### config.mk
export PLATFORM = sky130hd
export DESIGN_NAME = charmap_scroll_flat
export DESIGN_NICKNAME = d
export VERILOG_FILES = /design/src/rtl/charmap_scroll_pkg.sv /design/src/rtl/charmap_scroll_if.sv /design/src/rtl/charmap_pixel_out.sv /design/src/rtl/charmap_scroll.sv /design/src/flat_wrapper.sv
export SDC_FILE = /design/constraint.sdc
export NUM_CORES = 1
export LEC_CHECK = 0
export CORE_ASPECT_RATIO = 1.4
export CORE_UTILIZATION = 47
export DETAILED_ROUTE_END_ITERATION = 7
export HOLD_SLACK_MARGIN = 0.08
export PLACE_DENSITY_LB_ADDON = 0.08
export SKIP_LAST_GASP = 1
export SYNTH_ARGS = -nofsm -noshare
export SYNTH_HDL_FRONTEND = slang
export SYNTH_SLANG_ARGS = --single-unit
### constraint.sdc
create_clock -name clk -period 1.9 [get_ports clk]
set_input_delay 0.38 -clock clk [delete_from_list [all_inputs] [get_ports clk]]
set_output_delay 0.38 -clock clk [all_outputs]
set_load 0.03 [all_outputs]
### src/rtl/charmap_scroll_pkg.sv
// Shared constants for the scrolling character-map renderer: RGB332 layout,
// glyph geometry and the fixed pipeline depth.
package charmap_scroll_pkg;

    localparam int PIPE_LATENCY = 4;

    localparam int GLYPH_W     = 8;
    localparam int GLYPH_H     = 8;
    localparam int GLYPH_W_LOG = 3;
    localparam int GLYPH_H_LOG = 3;

    localparam int R_LSB = 0;
    localparam int R_W   = 3;
    localparam int G_LSB = 3;
    localparam int G_W   = 3;
    localparam int B_LSB = 6;
    localparam int B_W   = 2;

    typedef logic [7:0] rgb332_t;

endpackage

### src/rtl/charmap_scroll_if.sv
// Beam, config, RAM and pixel signals of the character-map renderer.
// The master side is the timing generator / RAMs / mixer, the slave is the renderer.
interface charmap_scroll_if #(
    parameter int COLS_LOG       = 6,
    parameter int ROWS_LOG       = 6,
    parameter int FONT_BANKS_LOG = 1
);
    logic                         ce_pix;
    logic [8:0]                   hcnt;
    logic [8:0]                   vcnt;
    logic                         hblank;
    logic                         vblank;
    logic [COLS_LOG+2:0]          scroll_x;
    logic [ROWS_LOG+2:0]          scroll_y;
    logic [FONT_BANKS_LOG-1:0]    font_bank;
    logic                         cfg_we;
    logic [7:0]                   chmap_data_out;
    logic [7:0]                   fgcolram_data_out;
    logic [7:0]                   bgcolram_data_out;
    logic [7:0]                   chrom_data_out;
    logic [COLS_LOG+ROWS_LOG-1:0] chram_addr;
    logic [FONT_BANKS_LOG+10:0]   chrom_addr;
    logic [2:0]                   r;
    logic [2:0]                   g;
    logic [1:0]                   b;
    logic                         a;
    logic                         de;

    modport master (
        output ce_pix, hcnt, vcnt, hblank, vblank,
        output scroll_x, scroll_y, font_bank, cfg_we,
        output chmap_data_out, fgcolram_data_out, bgcolram_data_out, chrom_data_out,
        input  chram_addr, chrom_addr, r, g, b, a, de
    );

    modport slave (
        input  ce_pix, hcnt, vcnt, hblank, vblank,
        input  scroll_x, scroll_y, font_bank, cfg_we,
        input  chmap_data_out, fgcolram_data_out, bgcolram_data_out, chrom_data_out,
        output chram_addr, chrom_addr, r, g, b, a, de
    );

endinterface

### src/rtl/charmap_pixel_out.sv
// Final pipeline stage: picks the glyph bit for the pixel column, chooses fg/bg
// colour, gates everything to zero when blanked, and registers the result.
module charmap_pixel_out
    import charmap_scroll_pkg::*;
(
    input  logic                   clk,
    input  logic                   reset,
    input  logic                   ce_pix_i,
    input  logic                   show_i,
    input  logic [GLYPH_W-1:0]     font_row_i,
    input  rgb332_t                fg_i,
    input  rgb332_t                bg_i,
    input  logic [GLYPH_W_LOG-1:0] col_i,
    output logic [R_W-1:0]         r_o,
    output logic [G_W-1:0]         g_o,
    output logic [B_W-1:0]         b_o,
    output logic                   a_o,
    output logic                   de_o
);

    logic [GLYPH_W_LOG-1:0] bit_sel;
    logic                   pix_bit;
    rgb332_t                colour;
    logic [R_W-1:0]         r_d, r_q;
    logic [G_W-1:0]         g_d, g_q;
    logic [B_W-1:0]         b_d, b_q;
    logic                   a_d, a_q;
    logic                   de_q;

    // Bit 7 is the leftmost pixel, so 7 - col is simply the inverted column.
    assign bit_sel = ~col_i;
    assign pix_bit = font_row_i[bit_sel];
    assign colour  = pix_bit ? fg_i : bg_i;

    always_comb begin
        r_d = '0;
        g_d = '0;
        b_d = '0;
        a_d = 1'b0;
        if (show_i) begin
            r_d = colour[R_LSB +: R_W];
            g_d = colour[G_LSB +: G_W];
            b_d = colour[B_LSB +: B_W];
            a_d = pix_bit;
        end
    end

    always_ff @(posedge clk or negedge reset) begin
        if (!reset) begin
            r_q  <= '0;
            g_q  <= '0;
            b_q  <= '0;
            a_q  <= 1'b0;
            de_q <= 1'b0;
        end else if (ce_pix_i) begin
            r_q  <= r_d;
            g_q  <= g_d;
            b_q  <= b_d;
            a_q  <= a_d;
            de_q <= show_i;
        end
    end

    assign r_o  = r_q;
    assign g_o  = g_q;
    assign b_o  = b_q;
    assign a_o  = a_q;
    assign de_o = de_q;

endmodule

### src/rtl/charmap_scroll.sv
// Scrolling character-map renderer: beam position -> RGB332 pixel through a
// 4-stage ce_pix pipeline, with scroll and font bank latched at vblank rise.
module charmap_scroll
    import charmap_scroll_pkg::*;
#(
    parameter int COLS_LOG       = 6,
    parameter int ROWS_LOG       = 6,
    parameter int FONT_BANKS_LOG = 1
) (
    input  logic              clk,
    input  logic              reset,
    charmap_scroll_if.slave   bus
);

    localparam int XW = COLS_LOG + GLYPH_W_LOG;
    localparam int YW = ROWS_LOG + GLYPH_H_LOG;

    logic [XW-1:0]             scroll_x_pend_q, scroll_x_act_q;
    logic [YW-1:0]             scroll_y_pend_q, scroll_y_act_q;
    logic [FONT_BANKS_LOG-1:0] bank_pend_q, bank_act_q;
    logic                      vblank_prev_q;
    logic                      vblank_rise;

    logic [XW-1:0]             ex_d, ex0_q;
    logic [YW-1:0]             ey_d, ey0_q;
    logic                      blank0_q, vld0_q;

    logic [7:0]                glyph1_q;
    rgb332_t                   fg1_q, bg1_q;
    logic [GLYPH_W_LOG-1:0]    col1_q;
    logic [GLYPH_H_LOG-1:0]    row1_q;
    logic                      blank1_q, vld1_q;

    logic [GLYPH_W-1:0]        font2_q;
    rgb332_t                   fg2_q, bg2_q;
    logic [GLYPH_W_LOG-1:0]    col2_q;
    logic                      blank2_q, vld2_q;

    assign vblank_rise = bus.ce_pix & bus.vblank & ~vblank_prev_q;

    // Pending config follows cfg_we at any time; active copies the old pending
    // value on the vblank rise, so a coincident write lands one frame later.
    always_ff @(posedge clk or negedge reset) begin
        if (!reset) begin
            scroll_x_pend_q <= '0;
            scroll_y_pend_q <= '0;
            bank_pend_q     <= '0;
            scroll_x_act_q  <= '0;
            scroll_y_act_q  <= '0;
            bank_act_q      <= '0;
            vblank_prev_q   <= 1'b0;
        end else begin
            if (bus.cfg_we) begin
                scroll_x_pend_q <= bus.scroll_x;
                scroll_y_pend_q <= bus.scroll_y;
                bank_pend_q     <= bus.font_bank;
            end
            if (vblank_rise) begin
                scroll_x_act_q <= scroll_x_pend_q;
                scroll_y_act_q <= scroll_y_pend_q;
                bank_act_q     <= bank_pend_q;
            end
            if (bus.ce_pix) begin
                vblank_prev_q <= bus.vblank;
            end
        end
    end

    assign ex_d = XW'(bus.hcnt) + scroll_x_act_q;
    assign ey_d = YW'(bus.vcnt) + scroll_y_act_q;

    // The vld bits keep de low until the first real pixel reaches the output.
    always_ff @(posedge clk or negedge reset) begin
        if (!reset) begin
            ex0_q    <= '0;
            ey0_q    <= '0;
            blank0_q <= 1'b0;
            vld0_q   <= 1'b0;
            glyph1_q <= '0;
            fg1_q    <= '0;
            bg1_q    <= '0;
            col1_q   <= '0;
            row1_q   <= '0;
            blank1_q <= 1'b0;
            vld1_q   <= 1'b0;
            font2_q  <= '0;
            fg2_q    <= '0;
            bg2_q    <= '0;
            col2_q   <= '0;
            blank2_q <= 1'b0;
            vld2_q   <= 1'b0;
        end else if (bus.ce_pix) begin
            ex0_q    <= ex_d;
            ey0_q    <= ey_d;
            blank0_q <= bus.hblank | bus.vblank;
            vld0_q   <= 1'b1;
            glyph1_q <= bus.chmap_data_out;
            fg1_q    <= bus.fgcolram_data_out;
            bg1_q    <= bus.bgcolram_data_out;
            col1_q   <= ex0_q[GLYPH_W_LOG-1:0];
            row1_q   <= ey0_q[GLYPH_H_LOG-1:0];
            blank1_q <= blank0_q;
            vld1_q   <= vld0_q;
            font2_q  <= bus.chrom_data_out;
            fg2_q    <= fg1_q;
            bg2_q    <= bg1_q;
            col2_q   <= col1_q;
            blank2_q <= blank1_q;
            vld2_q   <= vld1_q;
        end
    end

    assign bus.chram_addr = {ey0_q[YW-1:GLYPH_H_LOG], ex0_q[XW-1:GLYPH_W_LOG]};
    assign bus.chrom_addr = {bank_act_q, glyph1_q, row1_q};

    charmap_pixel_out u_pixel_out (
        .clk        (clk),
        .reset      (reset),
        .ce_pix_i   (bus.ce_pix),
        .show_i     (vld2_q & ~blank2_q),
        .font_row_i (font2_q),
        .fg_i       (fg2_q),
        .bg_i       (bg2_q),
        .col_i      (col2_q),
        .r_o        (bus.r),
        .g_o        (bus.g),
        .b_o        (bus.b),
        .a_o        (bus.a),
        .de_o       (bus.de)
    );

endmodule

### src/flat_wrapper.sv
// flat-port wrapper written by rule: the top's interface ports become plain ports
module charmap_scroll_flat import charmap_scroll_pkg::*;
#(
    parameter int COLS_LOG       = 6,
    parameter int ROWS_LOG       = 6,
    parameter int FONT_BANKS_LOG = 1
)
  (clk, reset, bus_ce_pix, bus_hcnt, bus_vcnt, bus_hblank, bus_vblank, bus_scroll_x, bus_scroll_y, bus_font_bank, bus_cfg_we, bus_chmap_data_out, bus_fgcolram_data_out, bus_bgcolram_data_out, bus_chrom_data_out, bus_chram_addr, bus_chrom_addr, bus_r, bus_g, bus_b, bus_a, bus_de);
  charmap_scroll_if #(.COLS_LOG(COLS_LOG), .ROWS_LOG(ROWS_LOG), .FONT_BANKS_LOG(FONT_BANKS_LOG)) bus_i ();
  input  logic clk;
  input  logic reset;
  input wire logic [$bits(bus_i.ce_pix)-1:0] bus_ce_pix;
  input wire logic [$bits(bus_i.hcnt)-1:0] bus_hcnt;
  input wire logic [$bits(bus_i.vcnt)-1:0] bus_vcnt;
  input wire logic [$bits(bus_i.hblank)-1:0] bus_hblank;
  input wire logic [$bits(bus_i.vblank)-1:0] bus_vblank;
  input wire logic [$bits(bus_i.scroll_x)-1:0] bus_scroll_x;
  input wire logic [$bits(bus_i.scroll_y)-1:0] bus_scroll_y;
  input wire logic [$bits(bus_i.font_bank)-1:0] bus_font_bank;
  input wire logic [$bits(bus_i.cfg_we)-1:0] bus_cfg_we;
  input wire logic [$bits(bus_i.chmap_data_out)-1:0] bus_chmap_data_out;
  input wire logic [$bits(bus_i.fgcolram_data_out)-1:0] bus_fgcolram_data_out;
  input wire logic [$bits(bus_i.bgcolram_data_out)-1:0] bus_bgcolram_data_out;
  input wire logic [$bits(bus_i.chrom_data_out)-1:0] bus_chrom_data_out;
  output wire logic [$bits(bus_i.chram_addr)-1:0] bus_chram_addr;
  output wire logic [$bits(bus_i.chrom_addr)-1:0] bus_chrom_addr;
  output wire logic [$bits(bus_i.r)-1:0] bus_r;
  output wire logic [$bits(bus_i.g)-1:0] bus_g;
  output wire logic [$bits(bus_i.b)-1:0] bus_b;
  output wire logic [$bits(bus_i.a)-1:0] bus_a;
  output wire logic [$bits(bus_i.de)-1:0] bus_de;
  assign bus_i.ce_pix = bus_ce_pix;
  assign bus_i.hcnt = bus_hcnt;
  assign bus_i.vcnt = bus_vcnt;
  assign bus_i.hblank = bus_hblank;
  assign bus_i.vblank = bus_vblank;
  assign bus_i.scroll_x = bus_scroll_x;
  assign bus_i.scroll_y = bus_scroll_y;
  assign bus_i.font_bank = bus_font_bank;
  assign bus_i.cfg_we = bus_cfg_we;
  assign bus_i.chmap_data_out = bus_chmap_data_out;
  assign bus_i.fgcolram_data_out = bus_fgcolram_data_out;
  assign bus_i.bgcolram_data_out = bus_bgcolram_data_out;
  assign bus_i.chrom_data_out = bus_chrom_data_out;
  assign bus_chram_addr = bus_i.chram_addr;
  assign bus_chrom_addr = bus_i.chrom_addr;
  assign bus_r = bus_i.r;
  assign bus_g = bus_i.g;
  assign bus_b = bus_i.b;
  assign bus_a = bus_i.a;
  assign bus_de = bus_i.de;
  charmap_scroll #(.COLS_LOG(COLS_LOG), .ROWS_LOG(ROWS_LOG), .FONT_BANKS_LOG(FONT_BANKS_LOG)) u_core (.clk(clk), .reset(reset), .bus(bus_i));
endmodule
==> flow_metrics.py <==
metrics = {
    "global_routing": {
        "grt_pass1_wl_um": 18100,
        "grt_pass1_vias": 3758,
        "gr-total-overflow": 0,
        "grt_usage_pct": 19.0,
        "antenna_found_initial": 0,
        "grt_max_degree": 47,
    },
    "clock_network": {
        "cts_buffers": 17,
        "cts_tree": "built",
        "clockRootBuffer": "clkbuf_16",
        "path_clk_slew_ns": 0.06,
        "cts_setup_buffers": 0,
        "clkSinkCount": 130,
        "clock_path_buffers": 2,
        "clock_latency_ns": 0.41,
        "htreeDepth": 4,
    },
    "critical_path": {
        "worstPathArrival_ns": 2.21,
        "ff2ff_path_depth": 6,
        "regToRegStartpoint": "u_core.scroll_x_act_q[0]",
        "reg2reg_slack_ns": 0,
        "cpPeakStageDelay_ns": 0.44,
        "r2r-end": "u_core.ex0_q[6]",
        "crit_fanout": 3,
        "crit_type": "primary input to flip-flop",
        "endpoint_kind": "flip-flop",
        "worstPathRequired_ns": 2.19,
        "crit_chain": "clkdlybuf4s50_1 -> ha_4 -> fa_2 -> a211oi_2 -> o21ai_1 -> xor2_1 -> mux2_2",
        "start_kind": "primary input",
        "cpLargestDelayFamily": "adder cells",
        "cp_num_buf_inv": 1,
        "cp_slowest_cell": "clkdlybuf4s50_1",
    },
    "routing": {
        "first_pass_iters": 4,
        "ant_nets": 0,
        "vias_per_cell": 5.15,
        "wire_per_inst_um": 15.4,
        "vias": 3596,
        "drt_wl_total_um": 10700,
        "drcViolationCount": 0,
        "drt_iter0_markers": 96,
    },
    "synthesis": {
        "synth_mux_area_share_pct": 23.9,
        "synth-seq-cells": 130,
        "synthSimpleGateAreaFrac_pct": 2.61,
        "syn_inst": 404,
        "synth_compound_area_share_pct": 7.35,
        "synth_nets": 497,
        "avgSynthCellArea_um2": 14.1,
        "synth_warnings": 0,
        "synth_top_family_by_area": "multiplexers",
        "syn_area_um2": 5700,
        "synth-adder-area-share_pct": 4.21,
        "synth-seq-area-share_pct": 57.0,
        "synth_xor_area_share_pct": 1.54,
        "ys_types": 34,
    },
    "pwr": {
        "p_leak_uw": 0.00336,
        "power_density_nw_per_um2": 1270,
        "ir_worst_vdd_mv": 0.643,
    },
    "worst_hold_path": {
        "hold_path.class": "primary input to flip-flop",
        "holdPathStages": 2,
        "min_to": "u_core.vblank_prev_q",
        "hold_path.startpoint": "bus_ce_pix",
    },
    "place": {
        "dpl.hpwl_um": 7730,
        "placed_cells": 665,
        "port-buffer-count": 108,
        "globalplace.congestion": 0.825,
        "dpl_cell_area_um2": 7170,
    },
    "sta": {
        "tightest_slew_ns": 0.513,
        "slew_headroom_pct": 65.7,
        "fin_skew_ns": 0.00568,
        "rsz0062_at_grt": "true",
        "final.min_clock_period_ns": 1.92,
        "max_freq_mhz": 522,
        "drv_slew": 0,
        "setup_violations": 2,
        "setup_ws_ns": -0.0164,
        "fin_crit_sh_pct": 101,
        "holdWs_ns": 0.311,
        "finalHoldViolCount": 0,
    },
    "run_status": {
        "status": "complete, but fails checks",
        "violations": "negative setup slack",
    },
    "finish": {
        "nNetsFinal": 631,
        "design_area_um2": 7780,
        "final_cells": 698,
        "nFillCells": 879,
        "n_antenna_cell": 0,
        "drive_gt1_share_pct": 33.4,
        "final_util_pct": 65.8,
        "syn_to_final_growth_pct": 36.4,
    },
    "job": {
        "drv_cap": 0,
    },
    "die": {
        "start_util_pct": 48.2,
        "die_y_um": 132,
        "io_pins": 109,
        "rows": 47,
        "fp.coreArea_um2": 11800,
        "die-area_um2": 12600,
        "die_width_um": 95.1,
    },
}
[cell families after synthesis]
family	Yosys count
multiplexers	119
buffers and inverters	37
AO/OA/AOI/OAI	59
XOR/XNOR	10
flip-flops	130
adder cells (fa/ha/maj)	18
AND/OR/NAND/NOR	31
[cell usage in the layout (no fill, tap or decap), drive strengths merged]
cell,n
bufinv,2
a21oi,17
or4,2
nand2,10
fa,2
a2111o,2
clkdlybuf4s50,104
clkbuf,20
mux4,2
a211oi,2
or3,2
dlymetal6s2s,2
or2,1
nand4,2
nand3b,2
mux2,108
o21a,2
inv,10
clkinvlp,3
o2111ai,2
a311o,2
o2bb2ai,9
a21o,6
xnor2,4
o311ai,2
nor2,10
nor2b,2
mux2i,9
buf,37
o21bai,2
xor2,6
ha,16
o211ai,6
a211o,2
o21ai,5
clkinv,5
dfrtp,130
dlygate4sd3,1
[synthesized netlist by cell type]
library cell	count	area share, %
dfrtp_1	130	57
mux2_2	108	21
a21oi_1	17	1.5
ha_1	16	3.5
clkbuf_1	14	0.92
buf_4	13	1.7
nand2_1	10	0.66
nor2_1	10	0.66
o2bb2ai_1	9	1.4
inv_1	8	0.53
mux2i_1	8	1.4
a21o_1	6	0.79
o211ai_1	6	0.79
xor2_1	6	0.92
o21ai_0	5	0.44
xnor2_1	4	0.61
a2111o_1	2	0.39
a211o_1	2	0.31
a211oi_1	2	0.26
a311o_1	2	0.35
buf_2	2	0.18
fa_1	2	0.70
mux4_2	2	0.79
nand3b_1	2	0.26
nand4_1	2	0.22
nor2b_1	2	0.22
o2111ai_1	2	0.31
o21a_1	2	0.26
o21bai_1	2	0.26
o311ai_0	2	0.31
or3_1	2	0.22
or4_1	2	0.26
mux2i_4	1	0.39
or2_2	1	0.11
[state kept, by name (all words and copies together), names as in the netlist, 8 cells and up]
signal                  count
u_core.fg2_q                8
u_core.font2_q              8
u_core.scroll_x_pend_q      9
u_core.glyph1_q             8
u_core.ey0_q                9
u_core.scroll_y_pend_q      9
u_core.scroll_x_act_q       9
u_core.fg1_q                8
u_core.bg1_q                8
u_core.ex0_q                9
u_core.scroll_y_act_q       9
u_core.bg2_q                8
[what timing repair did]
| item | in CTS | in global routing |
|---|---|---|
| hold buffers | 1 | 0 |
| endpoints found under the hold margin | 43 | 0 |
| endpoints found under the setup margin | 4 | 5 |
| gates resized for setup | 4 | 4 |
| pin swaps | 2 | 3 |
[stage by stage]
step / setup slack (ns) / setup TNS [ns] / total power [uW]
floorplan: -0.00575 / -0.00575 / 5640
global placement: -0.497 / -3.52 / 6660
CTS: -0.0345 / -0.0498 / 9970
detailed placement: -0.517 / -4.07 / 6750
finish: -0.0164 / -0.0306 / 9850
global route: -0.0591 / -0.134 / 10400
[per-layer routing]
layer	global-route usage, %	wire (um)
met1	24.3	4740
met2	30.0	5300
met3	6.29	515
met4	6.31	172
met5	0	0
[area by class of cell]
class                           instances  area, um^2  area share, %
Multi-Input combinational cell        237        2290           29.4
Timing Repair Buffer                  144        1450           18.6
Clock inverter                         12         133           1.70
Tap cell                              147         184           2.36
Inverter                                8        30.0          0.386
Clock buffer                           20         447           5.74
Sequential cell                       130        3250           41.8
[report_power, final]
part / total [uW] / switching [uW] / internal [uW]
sequential: 3690 / 335 / 3360
clock: 3160 / 1190 / 1970
combinational: 3000 / 1390 / 1610
[how the worst max path moves through the flow]
stage                              from         endpoint  slack (ns)  depth (start not counted)
3_3_place_gp                bus_vcnt[0]  u_core.ey0_q[6]       -0.50                          7
5_1_grt        u_core.scroll_x_act_q[0]  u_core.ex0_q[6]       -0.06                          6
2_1_floorplan               bus_vcnt[0]  u_core.ey0_q[6]      -0.006                          6
3_5_place_dp                bus_hcnt[0]  u_core.ex0_q[6]       -0.52                          7
6_report                    bus_hcnt[0]  u_core.ex0_q[6]       -0.02                          7
4_1_cts        u_core.scroll_x_act_q[0]  u_core.ex0_q[6]       -0.03                          6
[worst register-to-register path, delay by kind of cell, from the launching register on]
kind,cells,cell delay (ns)
xor+xnor,1,0.15
compound gates,2,0.36
mux,1,0.27
fa+ha+maj,2,0.59
flops,1,0.41
Note: power is estimated with default switching activity, not from simulation.
